### config.mk
export PLATFORM = sky130hd
export DESIGN_NAME = level_renderer
export DESIGN_NICKNAME = d
export VERILOG_FILES = /design/src/rtl/level_renderer.sv
export SDC_FILE = /design/constraint.sdc
export NUM_CORES = 1
export LEC_CHECK = 0
export CAP_MARGIN = 10
export CELL_PAD_IN_SITES_DETAIL_PLACEMENT = 1
export CELL_PAD_IN_SITES_GLOBAL_PLACEMENT = 1
export CORE_AREA = 3 3 725 727
export DETAILED_ROUTE_END_ITERATION = 6
export DIE_AREA = 0 0 728 730
export PLACE_DENSITY = 0.32
export SETUP_SLACK_MARGIN = 0.15
export SYNTH_ARGS = -nofsm -noshare
export SYNTH_HDL_FRONTEND = slang
export SYNTH_SLANG_ARGS = --single-unit
export TNS_END_PERCENT = 20
### constraint.sdc
create_clock -name vga_clock -period 3.3 [get_ports vga_clock]
set_input_delay 0.495 -clock vga_clock [delete_from_list [all_inputs] [get_ports vga_clock]]
set_output_delay 0.495 -clock vga_clock [all_outputs]
set_load 0.03 [all_outputs]
### src/rtl/level_renderer.sv
// level_renderer
//   640x480 VGA renderer for a tile-based level with three sprites.
//   Scan counters walk an 800x525 frame.  Tile row/col come from
//   BLOCK_WIDTH-sized sub-counters, so no divider is needed.  A two-stage
//   pipeline looks up the tile and sprite hits in stage 1 and resolves the
//   colour in stage 2.  Sync and blank are delayed by two cycles so they
//   stay aligned with rgb.
//
// Ports
//   vga_clock    pixel clock, the only clock
//   reset        asynchronous, active-low reset
//   background   tile map, background[row][col], 8-bit tile codes
//   mario_*, goomba_*, goomba_2*   sprite top-left positions (signed 32-bit)
//   win, lose    level state overlays
//   hsync/vsync  active-low syncs
//   blank_n      high while rgb carries an active pixel
//   rgb          4:4:4 colour
//   frame_start  one-cycle pulse when the output pixel is (0,0)
module level_renderer #(
  parameter logic [7:0] BDR = 8'd0,
  parameter logic [7:0] SKY = 8'd1,
  parameter logic [7:0] BLK = 8'd2,
  parameter logic [7:0] GND = 8'd3,
  parameter logic [7:0] TKN = 8'd4,
  parameter logic [7:0] CK1 = 8'd5,
  parameter logic [7:0] CK2 = 8'd6,
  parameter int CHARACTER_WIDTH = 42,
  parameter int SCREEN_WIDTH    = 640,
  parameter int SCREEN_HEIGHT   = 480,
  parameter int BLOCK_WIDTH     = 40
) (
  input  logic                     vga_clock,
  input  logic                     reset,
  input  logic [11:0][16:0][7:0]   background,
  input  logic signed [31:0]       mario_x,
  input  logic signed [31:0]       mario_y,
  input  logic signed [31:0]       goomba_x,
  input  logic signed [31:0]       goomba_y,
  input  logic signed [31:0]       goomba_2x,
  input  logic signed [31:0]       goomba_2y,
  input  logic                     win,
  input  logic                     lose,
  output logic                     hsync,
  output logic                     vsync,
  output logic                     blank_n,
  output logic [11:0]              rgb,
  output logic                     frame_start
);

  localparam logic [9:0] H_LAST       = 10'd799;
  localparam logic [9:0] V_LAST       = 10'd524;
  localparam logic [9:0] H_SYNC_FIRST = 10'd656;
  localparam logic [9:0] H_SYNC_LAST  = 10'd751;
  localparam logic [9:0] V_SYNC_FIRST = 10'd490;
  localparam logic [9:0] V_SYNC_LAST  = 10'd491;
  localparam logic [9:0] H_ACTIVE     = 10'(SCREEN_WIDTH);
  localparam logic [9:0] V_ACTIVE     = 10'(SCREEN_HEIGHT);

  localparam int              SUB_W    = $clog2(BLOCK_WIDTH);
  localparam logic [SUB_W-1:0] SUB_LAST = SUB_W'(BLOCK_WIDTH - 1);

  // Parking position: far off-screen, so nothing is drawn before the first latch.
  localparam logic signed [31:0] OFF_SCREEN = 32'sd1000;

  localparam logic [11:0] C_LOSE   = 12'hF00;
  localparam logic [11:0] C_WIN    = 12'h0F0;
  localparam logic [11:0] C_MARIO  = 12'hF00;
  localparam logic [11:0] C_GOOMBA = 12'h840;

  // ---------------------------------------------------------------------------
  // Scan counters and tile-coordinate sub-counters
  // ---------------------------------------------------------------------------
  logic [9:0]       hc, vc;
  logic [SUB_W-1:0] hsub, vsub;
  logic [4:0]       col;   // reaches 19 in horizontal blanking
  logic [3:0]       row;   // reaches 13 in vertical blanking

  // NOTE: state registers use non-blocking assignments so every flop samples
  // pre-edge values; blocking here would let one counter see another's update.
  always_ff @(posedge vga_clock or negedge reset) begin
    if (!reset) begin
      hc   <= '0;
      vc   <= '0;
      hsub <= '0;
      vsub <= '0;
      col  <= '0;
      row  <= '0;
    end else if (hc == H_LAST) begin
      hc   <= '0;
      hsub <= '0;
      col  <= '0;
      if (vc == V_LAST) begin
        vc   <= '0;
        vsub <= '0;
        row  <= '0;
      end else begin
        vc <= vc + 10'd1;
        if (vsub == SUB_LAST) begin
          vsub <= '0;
          row  <= row + 4'd1;
        end else begin
          vsub <= vsub + 1'b1;
        end
      end
    end else begin
      hc <= hc + 10'd1;
      if (hsub == SUB_LAST) begin
        hsub <= '0;
        col  <= col + 5'd1;
      end else begin
        hsub <= hsub + 1'b1;
      end
    end
  end

  // ---------------------------------------------------------------------------
  // Frame-synchronous snapshot of sprite positions and overlays.
  // Taken at the first vblank pixel so a frame is always drawn from one set.
  // ---------------------------------------------------------------------------
  logic signed [31:0] mario_x_l, mario_y_l, goomba_x_l, goomba_y_l;
  logic signed [31:0] goomba_2x_l, goomba_2y_l;
  logic               win_l, lose_l;

  always_ff @(posedge vga_clock or negedge reset) begin
    if (!reset) begin
      mario_x_l   <= OFF_SCREEN;
      mario_y_l   <= OFF_SCREEN;
      goomba_x_l  <= OFF_SCREEN;
      goomba_y_l  <= OFF_SCREEN;
      goomba_2x_l <= OFF_SCREEN;
      goomba_2y_l <= OFF_SCREEN;
      win_l       <= 1'b0;
      lose_l      <= 1'b0;
    end else if (hc == 10'd0 && vc == V_ACTIVE) begin
      mario_x_l   <= mario_x;
      mario_y_l   <= mario_y;
      goomba_x_l  <= goomba_x;
      goomba_y_l  <= goomba_y;
      goomba_2x_l <= goomba_2x;
      goomba_2y_l <= goomba_2y;
      win_l       <= win;
      lose_l      <= lose;
    end
  end

  // ---------------------------------------------------------------------------
  // Stage 0: combinational decode of the current scan position
  // ---------------------------------------------------------------------------
  function automatic logic sprite_hit(input logic signed [31:0] px,
                                      input logic signed [31:0] py,
                                      input logic signed [31:0] sx,
                                      input logic signed [31:0] sy);
    return (sx >= px) && (sx < px + CHARACTER_WIDTH) &&
           (sy >= py) && (sy < py + CHARACTER_WIDTH);
  endfunction

  logic signed [31:0] hc_s, vc_s;
  logic               active_s0, hsync_s0, vsync_s0, first_s0;
  logic               mario_s0, goomba_s0;
  logic [7:0]         tile_s0;

  assign hc_s = {22'd0, hc};
  assign vc_s = {22'd0, vc};

  // NOTE: every always_comb output is given a default before any branch so no
  // path leaves it unassigned, which would otherwise infer a latch.
  always_comb begin
    active_s0 = (hc < H_ACTIVE) && (vc < V_ACTIVE);
    hsync_s0  = !((hc >= H_SYNC_FIRST) && (hc <= H_SYNC_LAST));
    vsync_s0  = !((vc >= V_SYNC_FIRST) && (vc <= V_SYNC_LAST));
    first_s0  = (hc == 10'd0) && (vc == 10'd0);
    mario_s0  = sprite_hit(mario_x_l, mario_y_l, hc_s, vc_s);
    goomba_s0 = sprite_hit(goomba_x_l, goomba_y_l, hc_s, vc_s) ||
                sprite_hit(goomba_2x_l, goomba_2y_l, hc_s, vc_s);
    tile_s0   = BDR;
    // Inside the active area col stays in 0..15, so the spare column 16 of the
    // map is never read for display.
    if (active_s0) tile_s0 = background[row][col];
  end

  // ---------------------------------------------------------------------------
  // Stage 1: tile code, hit flags, active and sync
  // ---------------------------------------------------------------------------
  logic [7:0] tile_s1;
  logic       mario_s1, goomba_s1, active_s1, hsync_s1, vsync_s1, first_s1;

  always_ff @(posedge vga_clock or negedge reset) begin
    if (!reset) begin
      tile_s1   <= '0;
      mario_s1  <= 1'b0;
      goomba_s1 <= 1'b0;
      active_s1 <= 1'b0;
      hsync_s1  <= 1'b1;
      vsync_s1  <= 1'b1;
      first_s1  <= 1'b0;
    end else begin
      tile_s1   <= tile_s0;
      mario_s1  <= mario_s0;
      goomba_s1 <= goomba_s0;
      active_s1 <= active_s0;
      hsync_s1  <= hsync_s0;
      vsync_s1  <= vsync_s0;
      first_s1  <= first_s0;
    end
  end

  // ---------------------------------------------------------------------------
  // Stage 2: colour resolution and output registers
  // ---------------------------------------------------------------------------
  function automatic logic [11:0] tile_colour(input logic [7:0] code);
    case (code)
      BDR:     return 12'h000;
      SKY:     return 12'h5AF;
      BLK:     return 12'hA52;
      GND:     return 12'h6A2;
      TKN:     return 12'hFD0;
      CK1:     return 12'h888;
      CK2:     return 12'hFFF;
      default: return 12'hF0F;
    endcase
  endfunction

  logic [11:0] pixel_s1;

  always_comb begin
    pixel_s1 = 12'h000;
    if (active_s1) begin
      if (lose_l)         pixel_s1 = C_LOSE;
      else if (win_l)     pixel_s1 = C_WIN;
      else if (mario_s1)  pixel_s1 = C_MARIO;
      else if (goomba_s1) pixel_s1 = C_GOOMBA;
      else                pixel_s1 = tile_colour(tile_s1);
    end
  end

  always_ff @(posedge vga_clock or negedge reset) begin
    if (!reset) begin
      rgb         <= 12'h000;
      hsync       <= 1'b1;
      vsync       <= 1'b1;
      blank_n     <= 1'b0;
      frame_start <= 1'b0;
    end else begin
      rgb         <= pixel_s1;
      hsync       <= hsync_s1;
      vsync       <= vsync_s1;
      blank_n     <= active_s1;
      frame_start <= first_s1;
    end
  end

endmodule

[After elaboration in Yosys (flattened, before gate mapping)]
Index checks and enable logic that the tools add are counted.
Word-level totals
  flip-flop bits (word level): 265
  bits in latches: 0
  memory bits (writable): 0
  memory bits (read-only): 0
  output and inout bits: 16
  logic and storage cells: 113
  memories kept: 0
Cells by class
  $add $sub $neg: 12
  $mul: 0
  div/mod/pow operators: 0
  $lt $le $gt $ge: 20
  eq/ne operators: 11
  shift operators: 0
  multiplexer cells: 21
  bitwise logic cells: 0
  reductions and logical operators: 23
Operator list (count)
  136-bit binary-select mux with 4-bit select: 1
  32-bit by 7-bit adder with 32-bit output, second input constant: 6
  11-bit by 32-bit >= comparator with 1-bit output: 6
  11-bit by 32-bit less-than comparator with 1-bit output: 6
  136-bit two-way mux: 1
  12-bit case mux with 7 select lines: 1
  12-bit two-way mux: 5
  8-bit binary-select mux with 5-bit select: 1
  8-bit by 3-bit == test with 1-bit output, second input constant: 3
  6-bit two-way mux: 4
  10-bit by 1-bit adder with 10-bit output, second input constant: 2
  10-bit == test, second input constant: 2
  10-bit logical NOT: 2
  10-bit two-way mux: 2
  8-bit by 2-bit == test with 1-bit output, second input constant: 2
  8-bit two-way mux: 2
  1-bit logical AND: 14
  6-bit by 1-bit adder with 6-bit output, second input constant: 2
  6-bit == test, second input constant: 2
  10-bit by 9-bit == test with 1-bit output, second input constant: 1
  10-bit >= comparator, second input constant: 1
  10-bit by 9-bit >= comparator with 1-bit output, second input constant: 1
  10-bit <= comparator, second input constant: 1
  10-bit by 9-bit <= comparator with 1-bit output, second input constant: 1
  14 further kinds: 18

[Depth between registers and ports, before layout]
  word-level depth: 7
  gate-level depth with buffers: 13

[Least setup slack after synthesis]
Ideal clock, no wire load.
  path kind: register -> register
  start point: reg goomba_x_l[1]
  end point: reg goomba_s1
  setup time: 0.131 ns
  arrival time: 2.648 ns
  required time: 3.169 ns
  setup slack: 0.521 ns
  cell stages (with the launch flop): 14
  buffers on the path: 0
  period minus slack after synthesis: 2.779 ns
  path through: dfrtp_1 -> a21o_1 -> a21oi_1 -> nor3_1 -> xnor2_1 -> ha_1 -> nand2_1 -> or2_2 -> a21oi_1 -> o21ai_0 -> a2111oi_0 -> nand4_1 -> o2111ai_1 -> o41ai_1
On the way
  word-level cells in the longest chain between the ends: 6
Ends and longest elaborated chain
  start, declared: line 120  | logic signed [31:0] mario_x_l, mario_y_l, goomba_x_l, goomba_y_l;
  start signal, assigned: line 137  | goomba_x_l <= goomba_x;
  32-bit by 7-bit adder with 32-bit output: line 153  | return (sx >= px) && (sx < px + CHARACTER_WIDTH) &&
  11-bit by 32-bit less-than comparator with 1-bit output: line 153
  1-bit logical AND * (2 in a row): line 153
  1-bit logical AND *: line 154  | (sy >= py) && (sy < py + CHARACTER_WIDTH);
  1-bit logical OR *: line 173  | goomba_s0 = sprite_hit(goomba_x_l, goomba_y_l, hc_s, vc_s) ||
  named net goomba_s0: line 159  | logic mario_s0, goomba_s0;
  end signal, assigned: line 199  | goomba_s1 <= goomba_s0;
  end, declared: line 185  | logic mario_s1, goomba_s1, active_s1, hsync_s1, vsync_s1, first_s1;
The timed path passes the listed nets; every way through them passes the cells marked *.
A chain may end at the register's enable or synchronous reset.

[Final worst setup path]
  start point: reg row[0]
  end point: reg tile_s1[0]
On the way
  word-level cells in the longest chain between the ends: 5
Ends and longest elaborated chain
  start, declared: line 76  | logic [3:0] row;
  start signal, assigned: line 100  | row <= row + 4'd1;
  136-bit binary-select mux with 4-bit select: line 178  | if (active_s0) tile_s0 = background[row][col];
  136-bit two-way mux (implied by the code): line 178
  8-bit binary-select mux with 5-bit select: line 178
  8-bit two-way mux (implied by the code): line 178
  8-bit two-way mux: line 178
  named net tile_s0[0]: line 160  | logic [7:0] tile_s0;
  end signal, assigned: line 197  | tile_s1 <= tile_s0;
  end, declared: line 184  | logic [7:0] tile_s1;
The timed path passes the listed nets, and every way through them passes these cells. The select of a mux whose other input is x is not followed.

==> results.cfg <==
[drt]
antenna_left = 0
routedWlPerCell_um = 43.30
drtPass1Iterations = 5
wl_um = 510400
dr.first_iter.drc_count = 2558
viasPerCell = 3.153
drc_errors = 0
vias = 37170

[synthesis]
synth-edff-count = 0
synth-main-ff-cell = dfrtp_1
yosys-top-cells-area = mux4_2 37%, dfrtp_1 19%, ha_1 5.4%, mux2_2 3.8%, dfstp_2 3.6%
syn-instance-count = 2503
synth_largest_area_cell = mux4_2
syn_area_per_cell_sq_um = 11.75
ys_seq_elements = 264
synth_nets = 4459
ys_seq_area_frac = 0.2263
yosysMostFrequentCell = mux4_2
syn-cell-area_sq_um = 29420
ys_warn_count = 0
ys_async_sr_fraction = 1.000
yosys-top-cells-count = 489 x mux4_2, 224 x dfrtp_1, 174 x nand2_1
yosys.area.top_type_share = 0.3744
ys_types = 88

[global_route]
grt_use_total = 0.1851
grt_pass1_vias = 37780
grt_pass1_wl_um = 596300
grt_max_degree = 65
overflow = 0
antenna_found_initial = 664

[clock_network]
clk_pin_slew_ns = 0.06
numCtsBuffers = 47
htree_levels = 2
clkLatencyLatePin_ns = 0.76
cts_root_buf = clkbuf_16
clockBufferDepth = 3
cts_sinks = 264
cts_tree = built

[sta]
finalSetupTns_ns = 0
drv_slew = 0
finClkSkew_ns = 0.1199
setup_viol = 0
rsz0062_at_grt = true
timing_hold_violations_final = 0
tightest_slew_ns = 0.9994
hold_ws_ns = 0.3239
fin_ws_ns = 0.02949
max_freq_mhz = 305.8
fin_crit_sh = 0.9911
max-slew-margin-rel = 0.3337
layout_min_cycle_time_ns = 3.271

[power_and_ir_drop]
p_leak_nw = 21.02
powerDensity_nw_per_um2 = 203.0
vdd_drop_max_uv = 380.1

[critical_path]
cp-start-kind = register
critPathKind = reg -> reg
crit_required_ns = 3.87
r2r-start = row[0]
end_kind = register
cp-endpoint = tile_s1[0]
cp-startpoint = row[0]
path_max_fanout = 6
reg2reg_to = tile_s1[0]
reg2regPathDepth = 9
cp.arrival_ns = 3.84
r2r_setup_slack_ns = 0.03

[placed_design]
place_inst = 11400
dp_hpwl_um = 471500
place_area_sq_um = 58530
place_ws_ns = -0.5056
io_buffers = 1843
gp_congestion = 1.038

[die]
fp.dieH_um = 730
pin_count = 1844
die_x_um = 728
core-area_sq_um = 520200
initial_utilization = 0.05655
dieArea_sq_um = 531400
row_count = 265

[min_path]
min_from = mario_x[25]
worstHoldPathType = in -> reg

[finish]
syn2layout_area_growth_pct = 112.0
nets = 6518
layout.cells.non_filler = 11790
drive_gt1_frac = 0.2509
fin_area_sq_um = 62360

[status]
status = complete, no violations

[flow_run]
drv_cap = 0
layout make-up:
class                           count  area, sq um
Fill cell                       60280       457900
Timing Repair Buffer             2192        22320
Multi-Input combinational cell   1966        22070
Tap cell                         6942         8686
Sequential cell                   264         6683
Clock buffer                       58         1287
Antenna cell                      244        610.6
Clock inverter                     29        370.4
Inverter                           91        341.6
power breakdown:
group          switching (W)  total [W]  internal (W)
logic                0.00144    0.00384       0.00240
clock network        0.00230    0.00556       0.00326
registers          0.0000154    0.00326       0.00325
total                0.00376     0.0127       0.00891
cells in the final DEF (no fill, tap or decap), types with 14 or more instances in the layout:
cell type,count
a21oi_1,54
clkdlybuf4s50_1,1842
nand4_1,51
buf_12,48
inv_1,89
dfrtp_1,217
a211oi_1,14
buf_16,17
buf_4,253
mux4_2,489
xnor2_1,52
diode_2,244
nand2_1,172
xor2_1,30
nand3_1,69
mux2_2,97
and3_1,19
nand2b_1,18
o21a_1,16
mux2i_1,57
a211o_1,16
nor4_1,37
nor2_1,110
ha_1,127
o21ai_0,132
nor3_1,55
dfstp_2,40
clkbuf_16,52
buf_6,17
mux2_1,37
a21o_1,30
per-stage QoR:
step / util / power (W)
after floorplan: - / 0.003813
after global placement: 0.1125 / 0.007171
after detailed placement: 0.1125 / 0.007166
after CTS: 0.1174 / 0.01306
after global routing: 0.1191 / 0.01316
final: 0.1199 / 0.01266
registers in the layout, indices dropped and copies added (netlist names), 4 cells and up:
| signal | flops |
|---|---|
| col | 5 |
| goomba_2x_l | 32 |
| goomba_2y_l | 32 |
| goomba_x_l | 32 |
| goomba_y_l | 32 |
| hc | 10 |
| hsub | 6 |
| mario_x_l | 32 |
| mario_y_l | 32 |
| rgb | 11 |
| row | 4 |
| tile_s1 | 8 |
| vc | 10 |
| vsub | 6 |
kinds of logic (layout without fill, tap and decap cells):
family	after synthesis	count (layout)	synth area share
muxes	691	691	0.4489
and+or+nand+nor	639	639	0.1096
DFF	264	264	0.2263
other	0	244	0
xor gates and xnor gates	82	82	0.02441
buffers and inverters	273	2370	0.04079
AOI/OAI and AO/OA	426	426	0.09565
adders and majority gates	128	128	0.05444
critical path, stage by stage, from the launching register on:
cell	delay, ns
dfrtp_4	0.47
buf_16	0.17
buf_16	0.17
mux4_2	0.53
mux4_2	0.61
mux2i_4	0.47
buf_12	0.19
nor2_4	0.04
a2111oi_4	0.30
nand2_1	0.09
worst min-delay path by stage:
stage / slack (ns) / end / depth (start not counted)
after floorplan: 0.20 / active_s1 / 0
after global placement: 0.35 / frame_start / 0
after detailed placement: 0.34 / frame_start / 0
after CTS: 0.21 / mario_x_l[25] / 3
after global routing: 0.29 / mario_x_l[24] / 2
final: 0.32 / mario_x_l[25] / 3
layer usage:
layer | global-route usage | part of all wire | up-vias
li1 | - | - | 14640
met1 | 0.1971 | 0.36 | 18790
met2 | 0.3256 | 0.49 | 2386
met3 | 0.08810 | 0.11 | 1064
met4 | 0.05034 | 0.035 | 290
met5 | 0 | 0.0037 | -
repair_timing:
item                                    CTS  global route
gates resized for setup                  72            75
hold buffers                              1             0
pin swaps                                12            12
setup buffers                            21            20
cloned                                    9             5
endpoints found under the hold margin    45             0
endpoints found under the setup margin    8           105
(Power assumes the default switching activity.)
